[src/rtl/bd_word_splitter.sv]
// Splits one wide input word into a sequence of header-tagged pipe words.
// Chunk order is selectable; the final chunk handshake can accept the next word with no bubble.
module bd_word_splitter #(
  parameter int                  IN_BITS    = 34,
  parameter int                  OUT_BITS   = 32,
  parameter int                  CHUNK_BITS = 24,
  parameter logic [OUT_BITS-1:0] HEADER     = OUT_BITS'(8'hFF),
  parameter bit                  LSB_FIRST  = 1'b1
) (
  input  logic                clk,
  input  logic                reset,
  input  logic [IN_BITS-1:0]  in_data,
  input  logic                in_valid,
  output logic                in_ready,
  output logic [OUT_BITS-1:0] out_data,
  output logic                out_valid,
  input  logic                out_ready,
  output logic                out_last,
  output logic [31:0]         words_sent,
  output logic                dbg_state
);

  localparam int NUM_CHUNKS = (IN_BITS + CHUNK_BITS - 1) / CHUNK_BITS;
  localparam int IDX_W      = (NUM_CHUNKS > 1) ? $clog2(NUM_CHUNKS) : 1;
  localparam int PAD_W      = NUM_CHUNKS * CHUNK_BITS;
  localparam int HDR_W      = OUT_BITS - CHUNK_BITS;

  localparam logic [HDR_W-1:0] HDR       = HEADER[HDR_W-1:0];
  localparam logic [IDX_W-1:0] FIRST_IDX = LSB_FIRST ? IDX_W'(0) : IDX_W'(NUM_CHUNKS - 1);
  localparam logic [IDX_W-1:0] LAST_IDX  = LSB_FIRST ? IDX_W'(NUM_CHUNKS - 1) : IDX_W'(0);

  typedef enum logic {
    IDLE = 1'b0,
    SEND = 1'b1
  } state_t;

  state_t               state_q, state_d;
  logic [IN_BITS-1:0]   hold_q, hold_d;
  logic [IDX_W-1:0]     idx_q, idx_d;
  logic [31:0]          words_sent_q, words_sent_d;

  logic [PAD_W-1:0]      hold_pad;
  logic [CHUNK_BITS-1:0] chunk_sel;
  logic                  send_last;

  // Bits above IN_BITS in the top chunk read as zero.
  assign hold_pad  = PAD_W'(hold_q);
  assign send_last = (state_q == SEND) && (idx_q == LAST_IDX);

  always_comb begin
    chunk_sel = '0;
    for (int k = 0; k < NUM_CHUNKS; k++) begin
      if (idx_q == IDX_W'(k)) begin
        chunk_sel = hold_pad[k*CHUNK_BITS +: CHUNK_BITS];
      end
    end
  end

  always_ff @(posedge clk or posedge reset) begin
    if (reset) begin
      state_q      <= IDLE;
      hold_q       <= '0;
      idx_q        <= '0;
      words_sent_q <= '0;
    end else begin
      state_q      <= state_d;
      hold_q       <= hold_d;
      idx_q        <= idx_d;
      words_sent_q <= words_sent_d;
    end
  end

  // Handshake: a word/chunk transfers on a rising edge where valid and ready are both high;
  // valid never depends on ready, and in_ready rises in SEND only while the final chunk leaves.
  always_comb begin
    state_d      = state_q;
    hold_d       = hold_q;
    idx_d        = idx_q;
    words_sent_d = words_sent_q;
    in_ready     = 1'b0;
    out_valid    = 1'b0;
    out_last     = 1'b0;
    out_data     = '0;

    case (state_q)
      IDLE: begin
        in_ready = 1'b1;
        if (in_valid) begin
          hold_d  = in_data;
          idx_d   = FIRST_IDX;
          state_d = SEND;
        end
      end
      SEND: begin
        out_valid = 1'b1;
        out_last  = send_last;
        out_data  = {HDR, chunk_sel};
        in_ready  = send_last && out_ready;
        if (out_ready) begin
          if (!send_last) begin
            idx_d = LSB_FIRST ? idx_q + IDX_W'(1) : idx_q - IDX_W'(1);
          end else begin
            words_sent_d = words_sent_q + 32'd1;
            if (in_valid) begin
              hold_d = in_data;
              idx_d  = FIRST_IDX;
            end else begin
              idx_d   = '0;
              state_d = IDLE;
            end
          end
        end
      end
      default: state_d = IDLE;
    endcase
  end

  assign words_sent = words_sent_q;
  assign dbg_state  = state_q;

endmodule

[config.mk]
export PLATFORM = sky130hd
export DESIGN_NAME = bd_word_splitter
export DESIGN_NICKNAME = d
export VERILOG_FILES = /design/src/rtl/bd_word_splitter.sv
export SDC_FILE = /design/constraint.sdc
export NUM_CORES = 1
export LEC_CHECK = 0
export ABC_CLOCK_PERIOD_IN_PS = 2200
export BUFFER_PORTS_ARGS = -buffer_cell sky130_fd_sc_hd__buf_2
export CAP_MARGIN = 0
export CORE_ASPECT_RATIO = 1.1
export CORE_MARGIN = 3
export CORE_UTILIZATION = 45
export DETAILED_ROUTE_END_ITERATION = 8
export PLACE_DENSITY = 0.75
export SETUP_SLACK_MARGIN = 0.5
export SLEW_MARGIN = 5
export SYNTH_ARGS = -nofsm -noshare
export SYNTH_HDL_FRONTEND = slang
export SYNTH_SLANG_ARGS = --single-unit
[constraint.sdc]
create_clock -name clk -period 2.2 [get_ports clk]
set_clock_uncertainty 0.05 [all_clocks]
set_input_delay 0.33 -clock clk [delete_from_list [all_inputs] [get_ports clk]]
set_output_delay 0.33 -clock clk [all_outputs]
set_load 0.01 [all_outputs]
# Word-level counts from Yosys, hierarchy flattened
# Index checks and enable logic that the tools add are counted.
[word_totals]
reg_bits = 68
inputBits = 38
output_inout_bits = 68
word_cells = 32
[op_classes]
add_sub_neg = 2
n_eq_ne = 3
n_mux = 17
n_bitwise = 1
reduce_logical = 5
[op_table]
columns = ["operator", "count"]
rows = [
  ["$mux 34", 3],
  ["$pmux 34 s2", 1],
  ["$add 32x1->32 const B", 1],
  ["$mux 32", 1],
  ["$mux 24", 1],
  ["$mux 1", 8],
  ["$pmux 1 s2", 3],
  ["$ne 2x2->1 const B", 2],
  ["$reduce_and 2->1", 2],
  ["$reduce_and 3->1", 1],
  ["$logic_and 1x1->1", 2],
  ["$ne 2x1->1 const B", 1],
  ["$add 1x1->1 const B", 1],
  ["$not 1->1", 1],
]

# Longest topological paths before layout
# Gate-level depths: netlist (run 1).
[depth]
ltp_word = 4
ltp_mapped = 6
depth_no_buf = 5

# Worst setup path after synthesis (run 1)
# Ideal clock, no wire load.
[synth_timing]
kind = "register -> register"
from = "register state_q, in the netlist dbg_state"
to = "register hold_q[0]"
setup_time_ns = 0.125
arrival_time_ns = 1.591
t_required_ns = 2.025
setup_slack_ns = 0.435
path_stages_with_launch = 5
path_buffers = 1
period_less_slack_ns = 1.765
cell_sequence = "dfrtp_1 -> nand2_1 -> nand2_1 -> buf_2 -> mux2_2"
[synth_between]
elab_chain_cells = 3
[synth_rtl]
columns = ["item", "line_no", "text"]
rows = [
  ["start: declaration", "37", "state_t state_q, state_d;"],
  ["start signal: assignment", "66", "state_q <= state_d;"],
  ["$logic_and 1x1->1", "48", "assign send_last = (state_q == SEND) && (idx_q == LAST_IDX);"],
  ["$ne 2x1->1 (no line)", "n/a", ""],
  ["$reduce_and 2->1 (no line)", "n/a", ""],
  ["end signal: assignment", "67", "hold_q <= hold_d;"],
  ["end: declaration", "38", "logic [IN_BITS-1:0] hold_q, hold_d;"],
]
# Several ways; a longest one is shown, not always the timed one.
# A chain may end at the register's enable or synchronous reset.

# Final worst setup path (run 1)
[layout_timing]
from = "register idx_q"
to = "output out_data[12]"
[layout_between]
elab_chain_cells = 2
[layout_rtl]
columns = ["item", "line_no", "text"]
rows = [
  ["start: declaration", "39", "logic [IDX_W-1:0] idx_q, idx_d;"],
  ["start signal: assignment", "68", "idx_q <= idx_d;"],
  ["$mux 24", "53", "if (idx_q == IDX_W'(k)) begin"],
  ["$mux 32", "85", "case (state_q)"],
  ["end: declaration", "15", "output logic [OUT_BITS-1:0] out_data,"],
]
# No other way between the ends.

==> key figures, run 1 <==
Clock network
  • Clk buf depth: 2
  • Root Buffer: clkbuf_8
  • CTS H-tree lvls: 3
  • Hold_buf cts: 0
  • Worst-path clk slew: 0.07 ns
  • Cts bufs inserted: 9
  • CTS Sinks: 68
  • Clk_lat worst skew: ~0.34 ns
  • CTS tree: done

Drt
  • Initial DRC Count: 61
  • Via density: 5.09
  • Residual DRC: 0
  • Post-route antenna net violation count: 0
  • Routed WL per cell: roughly 16 µm
  • DR pass1 iterations: 4
  • Routed wire length: between 7 and 8 mm
  • Vias: ~2,400

GRT
  • Initial antenna violation count: 0
  • Vias in the first global route: 2,418
  • Largest net degree at the start of global routing: 39
  • Total GRT Usage: between 10% and 20%
  • First-pass GRT wire length: between 10 and 15 mm
  • Grt ovf: 0

Layout
  • ANT cells: 0
  • Fillers: 561
  • Utilization after layout: 64.7%
  • Non-Filler Cell Area, Final: ~0.0043 mm²
  • Share of cells above drive strength 1: about 54%
  • P&R area growth vs syn: 37.0%
  • Nets: 419
  • Commonest non-fill, non-tap cells in the layout: buf_2, dfrtp_1, mux2_2
  • Commonest non-fill, non-tap cell in the layout: buf_2

Setup path
  • Startpoint types: register
  • Crit path buf inv count: 3
  • Max stage delay on crit path: 0.43 ns
  • Largest fanout on the critical path: 8
  • CP cell instances: buf_12 -> nor2b_4 -> buf_6 -> and2_4 -> buf_6
  • Reg2reg setup slack: 0.50 ns
  • Slowest stage cell, crit path: dfrtp_2
  • CP Data Required Time: 1.82 ns
  • CP most frequent cell: buf_6
  • R2R depth: 7
  • Crit-path leading delay family: flip-flops
  • R2r endpoint: hold_q[21]
  • Element type at the critical path end: output pin
  • CP arrival: 1.45 ns
  • Worst Path Class, Setup: reg -> out
  • FF-to-FF Start: idx_q

STA
  • Slew Viols, Final: 0
  • TNS Setup: 0 ns
  • Worst Max-Slew Pin Slew: 0.596 ns
  • Final hold vios: 0
  • Tcrit/Tclk final: 83.1%
  • Worst setup margin: 0.372 ns
  • Final Setup Violations: 0
  • Slew headroom: approximately 60%
  • Fmax: between 500 and 600 MHz
  • Tmin final: 1.83 ns
  • Unrepaired setup endpoints after global routing: yes

Power
  • Sequential power share: ~38%
  • Net Sw Frac: 30.9%
  • Pwr Density: 1130 mW/mm²
  • Clk network pwr share: 21.3%
  • Int Power: 3380 µW
  • Psw: 1520 µW
  • Leak: 0.00212 µW
  • Gate power share: 40.9%
  • Peak supply drop: between 0.0006 and 0.0007 V

Synth
  • Top cell type's share of synthesized area: 53.7%
  • Yosys reg bits: between 60 and 70
  • Synthesized instance count: 261
  • Synthesized Nets: 300
  • Ranking of synthesized cells by area: dfrtp_1, mux2_2, xnor2_1, nand4_1, and2_1
  • Biggest area consumer among synthesized cells: dfrtp_1
  • Syn. warnings: 0
  • Syn Std Cell Area: 0.00317 mm²
  • Mapped Avg Cell Area: 12.1 µm²
  • Post-synthesis sequential area ratio: 53.7%
  • Netlist cell types: 27

Die
  • Die area: 0.00809 mm²
  • Initial Util: 47.2%
  • Core box area: 0.00671 mm²
  • Die X: 86.0 µm
  • # IOs: 106
  • Die H: roughly 94 µm
  • Row Count: 31

Outcome
  • Status: finished, final reports clean

Placement
  • Hpwl dp: 4.69 mm
  • Routability cong.: 0.743
  • Port Buffer Count: 105
  • Dpl ws: 0.408 ns
  • Placed cell areas: 0.00375 mm²

Min path
  • Worst min path class: in -> async

Run
  • Max-cap violations: 0
[power groups by stage]
stage                     combinational, µW  sequential, µW  clock [µW]
after floorplan                        1000            1820           0
after global placement                 1450            1850           0
after detailed placement               1490            1880           0
after CTS                              1800            1850        1070
after global routing                   2170            1910        1140
final                                  2000            1850        1040
[state kept, by name, indices dropped and copies added, names as in the netlist]
register / count
dbg_state: 1
idx_q: 1
hold_q: 34
words_sent: 32
[cell usage after synthesis (all sizes together)]
cell	instances
and2	17
and3	5
and4	2
buf	16
clkbuf	3
dfrtp	68
ha	1
inv	6
mux2	35
mux2i	10
nand2	12
nand2b	2
nand3	8
nand4	21
nor2	5
nor2b	11
nor3	4
nor4	3
o21ai	1
xnor2	28
xor2	3
[worst max path at each step]
stage	to	start	slack, ns	depth (start not counted)
2_1_floorplan	words_sent[21]	words_sent[7]	0.55	5
3_3_place_gp	words_sent[12]	dbg_state	0.46	4
3_5_place_dp	words_sent[12]	dbg_state	0.41	4
4_1_cts	out_data[18]	idx_q	0.36	5
5_1_grt	out_data[23]	idx_q	0.30	5
6_report	out_data[12]	idx_q	0.37	5
[worst reg2reg max path, cell delays in order, from the launching register on]
cell and delay [ns]:
dfrtp_2 0.43, buf_4 0.14, buf_6 0.12, nand2_1 0.05
nand2_1 0.12, nand2_4 0.14, clkbuf_16 0.20, mux2_2 0.34
[area by class of cell]
class                           instances  area, µm²  share of cell area, %
Clock inverter                          4       47.5                   1.09
Tap cell                               82        103                   2.36
Clock buffer                           12        155                   3.57
Multi-Input combinational cell        168       1420                   32.6
Sequential cell                        68       1710                   39.4
Inverter                                6       26.3                  0.605
Timing Repair Buffer                  127        883                   20.3
[per-layer routing]
layer  up-vias  share of wire (%)  global-route usage, %
li1       1131                  -                      -
met1      1157                 41                   20.4
met2        85                 51                   30.9
met3         6                7.1                   6.14
met4         0                1.0                   5.94
met5         -                  0                      0
[cell families after synthesis]
kind of cell	count (synthesis)	synth area share, %
AO/OA/AOI/OAI	1	0.158
XOR/XNOR	31	8.56
adder cells (fa/ha/maj)	1	0.395
buffers and inverters	25	4.70
flip-flops	68	53.7
multiplexers	45	15.6
AND/OR/NAND/NOR	90	16.9
[metrics by stage]
stage	hold WS, ns	power, µW	instances
after floorplan	0.388	2830	261
after global placement	0.379	3300	436
after detailed placement	0.379	3370	436
after CTS	0.00793	4720	460
after global routing	0.0277	5220	467
final	0.00623	4900	467
[timing repair]
item | in CTS | in global routing
resized for setup | 27 | 32
setup buffers | 7 | 4
setup endpoints to repair | 39 | 52
endpoints found under the hold margin | 0 | 0
pin swaps | 4 | 14
gates cloned | 1 | 3
Note: power is estimated with default switching activity, not from simulation.
==> run 2, diff against run 1 <==
ABC_CLOCK_PERIOD_IN_PS = 1500   (was 2200)
clock period = 1.5 ns   (was 2.2 ns; I/O delays follow)
==> run 2 against run 1 <==
  * The flow now finishes with violations (negative setup slack)
  * Flip-flop and latch count stayed put
  * Via count is 15% higher
  * Clock power increased by 83%
==> key figures, run 2 (synthesis gave the netlist of run 1 again) <==
STA
  • Worst hold slack: approximately 0.062 ns
  • Tcrit/Tclk final: 114%
  • Worst setup margin: -0.215 ns
  • Slew Viols, Final: 0
  • Fmax: 583 MHz
  • Unrepaired setup endpoints after global routing: yes
  • Tmin final: 1.71 ns
  • Slew headroom: 75.6%
  • Final hold vios: 0
  • Worst Max-Slew Pin Slew: about 0.37 ns
  • Final Setup Violations: 84

Layout
  • Commonest non-fill, non-tap cells in the layout: buf_6, buf_2, dfrtp_1
  • Fillers: 334
  • Reg with most FFs: hold_q
  • P&R area growth vs syn: 77.7%
  • Share of cells above drive strength 1: about two thirds
  • ANT cells: 0
  • Nets: 480
  • Fin cells: 528
  • Commonest non-fill, non-tap cell in the layout: buf_6
  • Largest register FFs: 34

GRT
  • Total GRT Usage: between 20 and 25%
  • Grt ovf: 0
  • First-pass GRT wire length: 13.8 mm
  • Vias in the first global route: between 2,000 and 3,000
  • Largest net degree at the start of global routing: about 70
  • Initial antenna violation count: 0

Die
  • Row Count: 31
  • # IOs: roughly 110
  • Initial Util: 47.2%
  • Die H: around 94 µm
  • Core box area: 0.00671 mm²
  • Die area: 0.00809 mm²
  • Die X: 86.0 µm

Drt
  • Met2 WL: approximately 5.3 mm
  • Initial DRC Count: 91
  • DR pass1 iterations: 4
  • Post-route antenna net violation count: 0
  • Wire length on met3: 396 µm
  • Residual DRC: 0
  • Routed wire length: 9.95 mm
  • Via density: 5.19
  • Routed WL per cell: 18.8 µm
  • Top layer in use: met4
  • Routed length on met1: 3.99 mm
  • Vias: 2,738

Outcome
  • Status: complete, but fails checks
  • Failing checks: negative setup slack

Clock network
  • Root Buffer: clkbuf_8
  • CTS tree: done
  • Cts bufs inserted: 9
  • Clk_lat worst skew: approximately 0.35 ns
  • Worst-path clk slew: 0.08 ns
  • Clk buf depth: 2
  • CTS H-tree lvls: 3
  • CTS Sinks: 68

Min path
  • Worst min path class: in -> reg

Power
  • Peak supply drop: 0.00150 V
  • Gate power share: 47.2%
  • Net Sw Frac: 30.0%
  • Int Power: between 6000 and 7000 µW
  • Leak: 0.00283 µW
  • Power, Total: just under 9000 µW
  • Pwr Density: between 1500 and 2000 mW/mm²
  • Psw: 2660 µW
  • Clk network pwr share: 21.4%
  • Sequential power share: 31.3%

Placement
  • DP Cell Count: 459
  • Hpwl dp: a little over 5 mm
  • Routability cong.: approximately 0.78
  • Port Buffer Count: 105

Setup path
  • Startpoint types: register
  • Element type at the critical path end: output pin
  • Worst Path Class, Setup: reg -> out
  • Largest fanout on the critical path: 14
  • CP Data Required Time: between 1 and 1.5 ns
  • CP arrival: 1.44 ns

Run
  • Max-cap violations: 0
## run 2: worst max-delay path: stages (launching register included)
cell and delay, ns:
dfrtp_2 0.43, buf_12 0.16, nor2b_4 0.14, buf_12 0.14, and2_4 0.14, buf_6 0.09
## run 2: stage by stage
step,TNS (ns),worst slack [ns],utilization [%],area (µm²)
3_5_place_dp,-0.767,-0.0887,63.5,4260
6_report,-11.45,-0.215,83.9,5630
5_1_grt,-15.56,-0.272,83.9,5630
3_3_place_gp,-0.115,-0.0409,63.5,4260
4_1_cts,-7.56,-0.196,78.2,5250
2_1_floorplan,-1.20,-0.132,-,3520
## run 2: routing by layer
metal	up-vias	GRT usage, %
met2	96	36.8
met4	0	8.31
met1	1369	28.9
met3	23	3.42
met5	-	0
li1	1250	-
## run 2: power by group through the flow
stage	logic (µW)	clock network (µW)	registers, µW
floorplan	2200	0	2720
global placement	2990	0	2720
detailed placement	3030	0	2760
CTS	3970	1900	2740
global route	4440	2020	2850
finish	4180	1900	2780
## run 2: what timing repair did
| action | 4_1_cts | 5_1_grt |
|---|---|---|
| pin swaps | 8 | 23 |
| hold buffers | 1 | 0 |
| gates cloned | 4 | 2 |
| buffers inserted | 28 | 18 |
| hold endpoints to repair | 68 | 0 |
| resized for setup | 74 | 38 |
| setup endpoints to repair | 134 | 136 |
## run 2: worst paths after layout
path	start	endpoint	slack (ns)	cells after the start
worst max-delay path	idx_q	out_data[22]	-0.21	5
min in group asynchronous	reset	words_sent[13]	0.47	4
max in group asynchronous	reset	idx_q	0.61	4
worst max register to register	words_sent[8]	words_sent[22]	-0.17	6
worst min-delay path	in_data[14]	hold_q[14]	0.06	2
worst min register to register	hold_q[27]	hold_q[27]	0.46	1
## run 2: cell type report
cell class	count	area, µm²	share of cell area [%]
repair buffers	187	1800	31.9
multi-input cells	169	1750	31.1
flip-flops and latches	68	1710	30.3
clock buffers	12	155	2.75
well taps	82	103	1.82
clock inverters	4	95.1	1.69
inverters	6	26.3	0.466
